<file path="src/rtl/ntt_addr_gen.sv">
// ---------------------------------------------------------------------------
// ntt_addr_gen
//   Operand sequencer for a two-lane Kyber butterfly. It walks the NTT
//   (forward) or INTT (inverse) layers over a packed coefficient RAM. Each
//   24-bit word holds two 12-bit coefficients. For every butterfly it issues
//   one read pair plus a twiddle ROM index. The pair's addresses are delayed
//   by the RAM + butterfly latency and then issued as the write-back. Between
//   layers the pipeline drains, so no read of layer l+1 overtakes a pending
//   write of layer l.
//
// Parameters
//   WORDS    coefficient RAM depth in words (power of two)
//   AW       word address width, log2(WORDS)
//   RAM_LAT  cycles from rd_en to RAM data at butterfly in0/in1
//   BF_LAT   butterfly latency, in0/in1 to out0/out1
//
// Ports
//   clk       in   rising-edge clock
//   rst       in   synchronous reset, active-high (aborts a run)
//   start     in   1-cycle run request, sampled only in IDLE
//   inv       in   0 = forward NTT, 1 = inverse NTT; latched at start
//   busy      out  high while issuing/draining
//   done      out  1-cycle pulse after the final write of the final layer
//   rd_en     out  read strobe for both RAM ports
//   rd_addr0  out  word address of upper-of-pair (butterfly in0)
//   rd_addr1  out  word address of lower-of-pair (butterfly in1)
//   tw_addr   out  twiddle ROM index, aligned with rd_en
//   bf_inv    out  latched inv, constant during a run
//   wr_en     out  write strobe, rd_en delayed by RAM_LAT+BF_LAT
//   wr_addr0  out  rd_addr0 delayed by RAM_LAT+BF_LAT
//   wr_addr1  out  rd_addr1 delayed by RAM_LAT+BF_LAT
// ---------------------------------------------------------------------------
module ntt_addr_gen #(
  parameter int WORDS   = 128,
  parameter int AW      = 7,
  parameter int RAM_LAT = 1,
  parameter int BF_LAT  = 9
) (
  input  logic          clk,
  input  logic          rst,
  input  logic          start,
  input  logic          inv,
  output logic          busy,
  output logic          done,
  output logic          rd_en,
  output logic [AW-1:0] rd_addr0,
  output logic [AW-1:0] rd_addr1,
  output logic [AW-1:0] tw_addr,
  output logic          bf_inv,
  output logic          wr_en,
  output logic [AW-1:0] wr_addr0,
  output logic [AW-1:0] wr_addr1
);

  localparam int PIPE_LAT = RAM_LAT + BF_LAT;
  localparam int PW       = $clog2(WORDS) - 1;  // pair counter width (WORDS/2 pairs)
  localparam int LW       = $clog2(AW);         // layer counter width
  localparam int SW       = LW + 1;             // shift amounts reach AW

  localparam logic [PW-1:0] LAST_PAIR  = {PW{1'b1}};
  localparam logic [PW-1:0] PAIR_ONE   = {{(PW-1){1'b0}}, 1'b1};
  localparam logic [LW-1:0] LAST_LAYER = LW'(AW - 1);
  localparam logic [LW-1:0] LAYER_ONE  = {{(LW-1){1'b0}}, 1'b1};
  localparam logic [AW-1:0] ADDR_ONE   = {{(AW-1){1'b0}}, 1'b1};
  localparam logic [SW-1:0] TOP_SHIFT  = SW'(AW - 1);
  localparam logic [SW-1:0] SHIFT_ONE  = {{(SW-1){1'b0}}, 1'b1};

  typedef enum logic [1:0] {
    S_IDLE  = 2'd0,
    S_ISSUE = 2'd1,
    S_DRAIN = 2'd2,
    S_DONE  = 2'd3
  } state_t;

  state_t        state_q,    state_d;
  logic [PW-1:0] pair_q,     pair_d;
  logic [LW-1:0] layer_q,    layer_d;
  logic          bf_inv_q,   bf_inv_d;
  logic          busy_q,     busy_d;
  logic          done_q,     done_d;
  logic          rd_en_q,    rd_en_d;
  logic [AW-1:0] rd_addr0_q, rd_addr0_d;
  logic [AW-1:0] rd_addr1_q, rd_addr1_d;
  logic [AW-1:0] tw_addr_q,  tw_addr_d;

  // Write-back delay line: stage PIPE_LAT-1 drives the write port.
  logic [PIPE_LAT-1:0] vld_q, vld_d;
  logic [AW-1:0]       pa0_q [PIPE_LAT];
  logic [AW-1:0]       pa0_d [PIPE_LAT];
  logic [AW-1:0]       pa1_q [PIPE_LAT];
  logic [AW-1:0]       pa1_d [PIPE_LAT];

  // Address arithmetic for the current (layer, pair).
  logic [SW-1:0] sh_s;    // log2(half)
  logic [SW-1:0] gsh_s;   // log2(number of groups)
  logic [AW-1:0] pair_s;
  logic [AW-1:0] half_s;
  logic [AW-1:0] grp_s;
  logic [AW-1:0] g_s;
  logic [AW-1:0] j_s;
  logic [AW-1:0] a0_s;
  logic [AW-1:0] tw_s;

  logic later_pend_s;
  logic any_pend_s;

  // Butterfly pair and twiddle index from the pair and layer counters
  always_comb begin
    // Forward halves the span every layer (64..1); inverse doubles it (1..64).
    if (bf_inv_q) begin
      sh_s = {1'b0, layer_q};
    end else begin
      sh_s = TOP_SHIFT - {1'b0, layer_q};
    end
    gsh_s  = TOP_SHIFT - sh_s;
    pair_s = {{(AW-PW){1'b0}}, pair_q};
    half_s = ADDR_ONE << sh_s;
    grp_s  = ADDR_ONE << gsh_s;
    g_s    = pair_s >> sh_s;
    j_s    = pair_s & (half_s - ADDR_ONE);
    a0_s   = (g_s << (sh_s + SHIFT_ONE)) | j_s;
    // 2G wraps to 0 in AW bits when G = WORDS/2; the modular result is still
    // the correct 2G-1-g because the true value always fits in AW bits.
    if (bf_inv_q) begin
      tw_s = {grp_s[AW-2:0], 1'b0} - ADDR_ONE - g_s;
    end else begin
      tw_s = grp_s + g_s;
    end
  end

  // Pending-write view of the delay line used to end DRAIN
  always_comb begin
    // A read issued from the next ISSUE cycle registers one edge later. It
    // reaches RAM one edge after that. Entries in the last two stages have
    // then been written. Between layers, only the earlier stages must be empty.
    later_pend_s = rd_en_q | (|vld_q[PIPE_LAT-3:0]);
    // Before DONE, every write must be retired, so done never meets wr_en.
    any_pend_s   = rd_en_q | (|vld_q);
  end

  // FSM next-state and registered-output next values
  always_comb begin
    state_d    = state_q;
    pair_d     = pair_q;
    layer_d    = layer_q;
    bf_inv_d   = bf_inv_q;
    rd_en_d    = 1'b0;
    rd_addr0_d = rd_addr0_q;
    rd_addr1_d = rd_addr1_q;
    tw_addr_d  = tw_addr_q;

    case (state_q)
      S_IDLE: begin
        if (start) begin
          state_d  = S_ISSUE;
          bf_inv_d = inv;
          pair_d   = {PW{1'b0}};
          layer_d  = {LW{1'b0}};
        end else begin
          state_d = S_IDLE;
        end
      end

      S_ISSUE: begin
        rd_en_d    = 1'b1;
        rd_addr0_d = a0_s;
        rd_addr1_d = a0_s | half_s;  // j < half, so OR equals ADD
        tw_addr_d  = tw_s;
        pair_d     = pair_q + PAIR_ONE;  // wraps to 0 after the last pair
        if (pair_q == LAST_PAIR) begin
          state_d = S_DRAIN;
        end else begin
          state_d = S_ISSUE;
        end
      end

      S_DRAIN: begin
        if (layer_q == LAST_LAYER) begin
          if (!any_pend_s) begin
            state_d = S_DONE;
            layer_d = {LW{1'b0}};
          end else begin
            state_d = S_DRAIN;
          end
        end else begin
          if (!later_pend_s) begin
            state_d = S_ISSUE;
            layer_d = layer_q + LAYER_ONE;
          end else begin
            state_d = S_DRAIN;
          end
        end
      end

      S_DONE: begin
        state_d = S_IDLE;
      end

      default: begin
        state_d = S_IDLE;
      end
    endcase

    busy_d = (state_d == S_ISSUE) || (state_d == S_DRAIN);
    done_d = (state_d == S_DONE);
  end

  // Delay-line next values; it shifts every cycle, including DRAIN
  always_comb begin
    vld_d    = {vld_q[PIPE_LAT-2:0], rd_en_q};
    pa0_d[0] = rd_addr0_q;
    pa1_d[0] = rd_addr1_q;
    for (int i = 1; i < PIPE_LAT; i++) begin
      pa0_d[i] = pa0_q[i-1];
      pa1_d[i] = pa1_q[i-1];
    end
  end

  // State, counters, registered outputs and delay line
  always_ff @(posedge clk) begin
    if (rst) begin
      state_q    <= S_IDLE;
      pair_q     <= {PW{1'b0}};
      layer_q    <= {LW{1'b0}};
      bf_inv_q   <= 1'b0;
      busy_q     <= 1'b0;
      done_q     <= 1'b0;
      rd_en_q    <= 1'b0;
      rd_addr0_q <= {AW{1'b0}};
      rd_addr1_q <= {AW{1'b0}};
      tw_addr_q  <= {AW{1'b0}};
      vld_q      <= {PIPE_LAT{1'b0}};
      for (int i = 0; i < PIPE_LAT; i++) begin
        pa0_q[i] <= {AW{1'b0}};
        pa1_q[i] <= {AW{1'b0}};
      end
    end else begin
      state_q    <= state_d;
      pair_q     <= pair_d;
      layer_q    <= layer_d;
      bf_inv_q   <= bf_inv_d;
      busy_q     <= busy_d;
      done_q     <= done_d;
      rd_en_q    <= rd_en_d;
      rd_addr0_q <= rd_addr0_d;
      rd_addr1_q <= rd_addr1_d;
      tw_addr_q  <= tw_addr_d;
      vld_q      <= vld_d;
      for (int i = 0; i < PIPE_LAT; i++) begin
        pa0_q[i] <= pa0_d[i];
        pa1_q[i] <= pa1_d[i];
      end
    end
  end

  assign busy     = busy_q;
  assign done     = done_q;
  assign rd_en    = rd_en_q;
  assign rd_addr0 = rd_addr0_q;
  assign rd_addr1 = rd_addr1_q;
  assign tw_addr  = tw_addr_q;
  assign bf_inv   = bf_inv_q;
  assign wr_en    = vld_q[PIPE_LAT-1];
  assign wr_addr0 = pa0_q[PIPE_LAT-1];
  assign wr_addr1 = pa1_q[PIPE_LAT-1];

endmodule

</file>
<file path="config.mk">
export PLATFORM = sky130hd
export DESIGN_NAME = ntt_addr_gen
export DESIGN_NICKNAME = d
export VERILOG_FILES = /design/src/rtl/ntt_addr_gen.sv
export SDC_FILE = /design/constraint.sdc
export NUM_CORES = 1
export LEC_CHECK = 0
export ABC_AREA = 1
export CAP_MARGIN = 0
export CORE_ASPECT_RATIO = 2
export CORE_MARGIN = 2
export CORE_UTILIZATION = 45
export CTS_CLUSTER_DIAMETER = 60
export DETAILED_ROUTE_END_ITERATION = 12
export SETUP_SLACK_MARGIN = 0.2
export SLEW_MARGIN = 40
export SYNTH_ARGS = -nofsm -noshare
export SYNTH_HDL_FRONTEND = slang
export SYNTH_SLANG_ARGS = --single-unit
</file>
<file path="constraint.sdc">
create_clock -name clk -period 9.71 [get_ports clk]
set_input_delay 0.971 -clock clk [delete_from_list [all_inputs] [get_ports clk]]
set_output_delay 0.971 -clock clk [all_outputs]
set_load 0.005 [all_outputs]
</file>
==> results of run 1 <==
cells in the mapped netlist, types with 2 or more instances:
library cell and instances:
a31oi_1 4, nand3_1 40, a21oi_1 29, nand2_2 10, o21ai_0 26, buf_4 16
buf_2 3, nand3_2 3, a2bb2oi_1 5, inv_1 205, fa_1 2, nand2_1 100
dfxtp_1 186, a211oi_1 3, nor3_1 2, buf_6 2, inv_2 4, o21a_1 2
o21ai_1 3, nand4_1 11, nor2_1 177, ha_1 18, clkbuf_1 20, nand2_4 3
nor2_2 2, nor2_4 3, buf_1 2, a221oi_1 3
state kept, by name, summed over array words and instances (netlist names):
signal    cells
pair_q        6
tw_addr       7
rd_addr0      7
rd_en         1
busy          1
layer_q       3
done          1
state_q       2
pa1_q        70
bf_inv        1
vld_q        10
pa0_q        70
rd_addr1      7
per-layer routing:
metal / vias to the layer above / part of all wire / track usage
met1: 2325 / 0.37 / 0.166
met4: 0 / 0.057 / 0.113
met3: 41 / 0.029 / 0.0434
met2: 95 / 0.55 / 0.339
met5: - / 0 / 0
li1: 2701 / - / -
path summary, 6_finish.rpt:
kind / from / slack [ps] / endpoint / cells after the start
worst max register to register: layer_q[0] / 5760 / tw_addr[6] / 19
worst min-delay path: pa0_q[7][2] / 400 / pa0_q[8][2] / 2
worst min register to register: pa0_q[7][2] / 400 / pa0_q[8][2] / 2
worst max-delay path: layer_q[0] / 5760 / tw_addr[6] / 19
worst max-delay path, delay by kind of cell, from the launching register on:
family,cells,cell delay (ps)
fa+ha+maj,3,1140
simple gates,9,1090
flops,1,610
compound gates,3,510
buf+inv,4,480
layout make-up:
type | instances | area share
flip-flops and latches | 186 | 0.460
multi-input cells | 459 | 0.283
inverters | 209 | 0.0969
repair buffers | 45 | 0.0552
clock buffers | 19 | 0.0535
well taps | 198 | 0.0306
clock inverters | 12 | 0.0204
where the power goes:
part / total [W] / internal, W / leakage (nW) / switching, W
logic: 0.000138 / 0.0000505 / 1.61 / 0.0000874
registers: 0.000791 / 0.000781 / 1.51 / 0.0000101
clock network: 0.000699 / 0.000409 / 0.287 / 0.000290
metrics by stage:
stage / hold slack, ps / cells
3_3_place_gp: 388 / 1097
6_report: 397 / 1128
2_1_floorplan: 388 / 898
3_5_place_dp: 392 / 1097
4_1_cts: 398 / 1128
5_1_grt: 406 / 1128
kinds of logic after synthesis:
| family | after synthesis | synth area share |
|---|---|---|
| compound gates | 80 | 0.0656 |
| xor+xnor | 2 | 0.00248 |
| fa+ha+maj | 20 | 0.0376 |
| buf+inv | 253 | 0.148 |
| flops | 186 | 0.528 |
| simple gates | 357 | 0.219 |
==> impl_metrics.tcl, run 1 <==
set metrics [dict create \
    status "finished, final reports clean" \
    ys.flop_type "dfxtp_1" \
    max_freq_mhz 253 \
    num_vias 5162 \
    layout.nets 942 \
    fin_crit_ps 3950 \
    worstHoldPathType "flop to flop" \
    seqCellArea_sq_um 3720 \
    synth_cells 898 \
    netlist_area_sq_um 7060 \
    port_buffers 43 \
    async_flop_share 0 \
    cts_tree "yes" \
    synth_area_per_cell_sq_um 7.86 \
    synth_largest_area_cell "dfxtp_1" \
    drc_errors 0 \
    ys_types 42 \
    multiInputGateArea_sq_um 2290 \
    gp_congestion 0.926 \
    ctsResizeCount 0 \
    start_kind "flop" \
    post-place-ws_ps 5490 \
    die_w_um 92.6 \
    endpoint_kind "flop" \
    wl_um 13900 \
    max_stage_delay_ps 610 \
    finalSetupViolations 0 \
    cpMaxStageDelayCell "dfxtp_2" \
    ys_seq_area_frac 0.528 \
    p_total_w 0.00163 \
    grt_max_degree 93 \
    final_common_cell "inv_1" \
    yosysWarnings 0 \
    wl_per_cell_um 12.3 \
    relSlewSlack 0.492 \
    via_per_inst 4.58 \
    peakVddDrop_v 0.000131 \
    antenna_found_initial 0 \
    postRouteAntennaNets 0 \
    postPlaceCellArea_sq_um 7490 \
    final_cell_mix "205 x inv_1, 185 x dfxtp_1, 176 x nor2_1, 100 x nand2_1, 42 x clkdlybuf4s50_1" \
    core_sq_um 15300 \
    p_per_area_nw_per_um2 201 \
    arrival_ps 4270 \
    clkSinkCount 186 \
    worst_slack_ps 5760 \
    clock_tree.buffer_depth 2 \
    dp_hpwl_um 9740 \
    synth-seq-cells 186 \
    die_h_um 181 \
    firstDrtPassIters 4 \
    criticalPathCategory "flop to flop" \
    worst_pin_slew_ps 762 \
    clk_pin_slew_ps 70 \
    maxSlewViolCount 0 \
    overflow 0 \
    diodes 0 \
    io_pins 44 \
    grt_pass1_wl_um 23100 \
    fin_crit_sh 0.407 \
    cp.required_ps 10030 \
    grt_use_total 0.179 \
    die_area_sq_um 16800 \
    grt_setup_unrepaired "false" \
    hold_buffers 0 \
    start_util 0.461 \
    synth_edf_count 0 \
    drive_gt1_frac 0.0677 \
    htree_levels 4 \
    cp_max_fo 24 \
    fin_util 0.529 \
    p_leak_nw 3.41 \
    fp-row-count 64 \
    cts_setup_buffers 0 \
    clockRootBuffer "clkbuf_16" \
    detailedRoute.firstIterationViolations 165 \
    synth_top_area_share 0.528 \
    first_global_vias 5013 \
    synthTopCellsByArea "dfxtp_1 53%, inv_1 11%, nor2_1 9.4%" \
    skew_ps 7.87 \
    worstSkewPairLatency_ps 420 \
    synth_fp_nets 922 \
    fin_area_sq_um 8090 \
    syn_to_final_growth_pct 14.7 \
    cts_inserted_buffers 17 \
    drv_cap 0 \
    fill_cells 1511 \
    worstPathCellList "ha_1, inv_1, nand2_1, nand3_2, nand2_4, ha_1, inv_1, nand2_1, nor2_1, inv_1, fa_1, inv_1, a21oi_1, o21ai_0, nand3_1, a21oi_1, nor2_1, nor2_1, nor2_1" \
    hold_viol 0 \
    fin_setup_tns_ps 0 \
]
Power figures use the tool's default switching activity.
==> run 2: changes to the inputs <==
==> constraint.sdc (replaced) <==
create_clock -name clk -period 4.1 [get_ports clk]
set_input_delay 0.41 -clock clk [delete_from_list [all_inputs] [get_ports clk]]
set_output_delay 0.41 -clock clk [all_outputs]
set_load 0.005 [all_outputs]
==> impl_metrics.tcl, run 2 (synthesized netlist as in run 1, its figures left out) <==
set metrics [dict create \
    status "finished, final reports clean" \
    grt_pass1_wl_um 23000 \
    worstSkewPairLatency_ps 420 \
    cpMaxStageDelayCell "fa_1" \
    fin_setup_tns_ps 0 \
    relSlewSlack 0.476 \
    skew_ps 7.78 \
    clockRootBuffer "clkbuf_16" \
    hold_buffers 0 \
    p_per_area_nw_per_um2 475 \
    finalSetupViolations 0 \
    syn_to_final_growth_pct 15.4 \
    cts_inserted_buffers 17 \
    wl_um 13900 \
    internal-power_w 0.00296 \
    criticalPathCategory "flop to flop" \
    final_cell_mix "205 x inv_1, 186 x dfxtp_1, 176 x nor2_1, 100 x nand2_1, 42 x clkdlybuf4s50_1" \
    clk_pin_slew_ps 70 \
    worstHoldStart "pa0_q[5][1]" \
    firstDrtPassIters 4 \
    maxSlewViolCount 0 \
    cp_num_buf_inv 4 \
    p_leak_nw 3.44 \
    fp-row-count 64 \
    start_util 0.461 \
    fin_crit_sh 0.862 \
    worstHoldPathType "flop to flop" \
    dp_hpwl_um 9990 \
    fill_cells 1484 \
    worst_pin_slew_ps 786 \
    hold_viol 0 \
    reg_top3 "pa0_q: 70 flops, pa1_q: 70 flops, vld_q: 10 flops" \
    start_kind "flop" \
    final_common_cell "inv_1" \
    rr_startpoint "layer_q[1]" \
    arrival_ps 3850 \
    peakVddDrop_v 0.000309 \
    ctsResizeCount 0 \
    io_pins 44 \
    min_path_cells 2 \
    power_switching_w 0.000908 \
    first_global_vias 4914 \
    diodes 0 \
    gp_congestion 0.922 \
    fin_crit_ps 3530 \
    power_frac_seq 0.484 \
    clkSinkCount 186 \
    worstPathCellList "ha_1, inv_1, nand2_1, nand3_2, nand2_4, ha_1, inv_1, nand2_1, nor2_1, inv_1, fa_1, inv_1, a21oi_1, o21ai_0, nand3_1, a21oi_1, nor2_1, nor2_1, nor2_1" \
    p_total_w 0.00386 \
    p_clk_frac 0.430 \
    reg2reg_depth 19 \
    hold_end "pa0_q[6][1]" \
    cp.required_ps 4410 \
    die_h_um 181 \
    core_sq_um 15300 \
    drv_cap 0 \
    wl_per_cell_um 12.2 \
    antenna_found_initial 0 \
    cts_setup_buffers 0 \
    drc_errors 0 \
    via_per_inst 4.58 \
    detailedRoute.firstIterationViolations 226 \
    cp_max_fo 12 \
    endpoint_kind "flop" \
    overflow 0 \
    crit_start "layer_q[1]" \
    grt_setup_unrepaired "false" \
    rrSetupSlack_ps 570 \
    reg2reg_to "tw_addr[6]" \
    share_comb_of_total_power 0.086 \
    drive_gt1_frac 0.0707 \
    grt_use_total 0.177 \
    clock_tree.buffer_depth 2 \
    port_buffers 43 \
    grt_max_degree 98 \
    layout.nets 946 \
    die_area_sq_um 16800 \
    num_vias 5185 \
    p_sw_frac 0.235 \
    postRouteAntennaNets 0 \
    critPathTopFamily "simple AND/OR/NAND/NOR gates" \
    cts_tree "yes" \
    htree_levels 4 \
    max_freq_mhz 283 \
    die_w_um 92.6 \
    max_stage_delay_ps 430 \
]
run 2: layout make-up:
cell class | count | area, sq um | share of cell area
sequential | 186 | 3720 | 0.457
multi-input combinational | 459 | 2290 | 0.282
inverter | 209 | 785 | 0.0964
clock inverter | 11 | 161 | 0.0198
clock buffer | 20 | 447 | 0.0549
tap | 198 | 248 | 0.0304
timing repair buffer | 49 | 485 | 0.0596
run 2: how the worst max path moves through the flow:
stage / depth (start not counted) / to
after floorplan: 21 / tw_addr[6]
after global placement: 19 / tw_addr[6]
after detailed placement: 19 / tw_addr[6]
after CTS: 19 / tw_addr[6]
after global routing: 19 / tw_addr[6]
final: 19 / tw_addr[6]
run 2: stage by stage:
stage | cells | setup WS, ps | hold slack, ps | instance area (sq um) | utilization
CTS | 1132 | 581 | 397 | 8140 | 0.532
detailed placement | 1101 | 594 | 392 | 7530 | 0.493
finish | 1132 | 565 | 398 | 8140 | 0.532
global placement | 1101 | 676 | 388 | 7530 | 0.492
global route | 1132 | 261 | 410 | 8140 | 0.532
floorplan | 898 | 798 | 388 | 7060 | -
run 2: worst min-delay path, stage by stage (launching register included):
cell and delay (ps):
dfxtp_1 300, inv_1 40, nor2_1 30
run 2: power groups by stage:
| stage | combinational [W] | sequential (W) | clock, W |
|---|---|---|---|
| finish | 0.000332 | 0.00187 | 0.00166 |
| global route | 0.000375 | 0.00188 | 0.00179 |
| CTS | 0.000335 | 0.00187 | 0.00171 |
| detailed placement | 0.000334 | 0.00191 | 0 |
| global placement | 0.000335 | 0.00191 | 0 |
| floorplan | 0.000246 | 0.00191 | 0 |
run 2: per-layer routing:
metal | share of wire | wire (um) | global-route usage | up-vias
li1 | - | - | - | 2703
met1 | 0.36 | 5050 | 0.168 | 2352
met2 | 0.56 | 7750 | 0.338 | 91
met3 | 0.024 | 326 | 0.0296 | 39
met4 | 0.053 | 734 | 0.113 | 0
met5 | 0 | 0 | 0 | -
==> run 3: changes to the inputs <==
--- a/config.mk
+++ b/config.mk
@@ -13,6 +13,7 @@
 export CTS_CLUSTER_DIAMETER = 60
 export DETAILED_ROUTE_END_ITERATION = 12
 export SETUP_SLACK_MARGIN = 0.2
+export SKIP_LAST_GASP = 1
 export SLEW_MARGIN = 40
 export SYNTH_ARGS = -nofsm -noshare
 export SYNTH_HDL_FRONTEND = slang
==> results of run 3 <==
Final layout, timing and power as in run 2 (identical DEF).
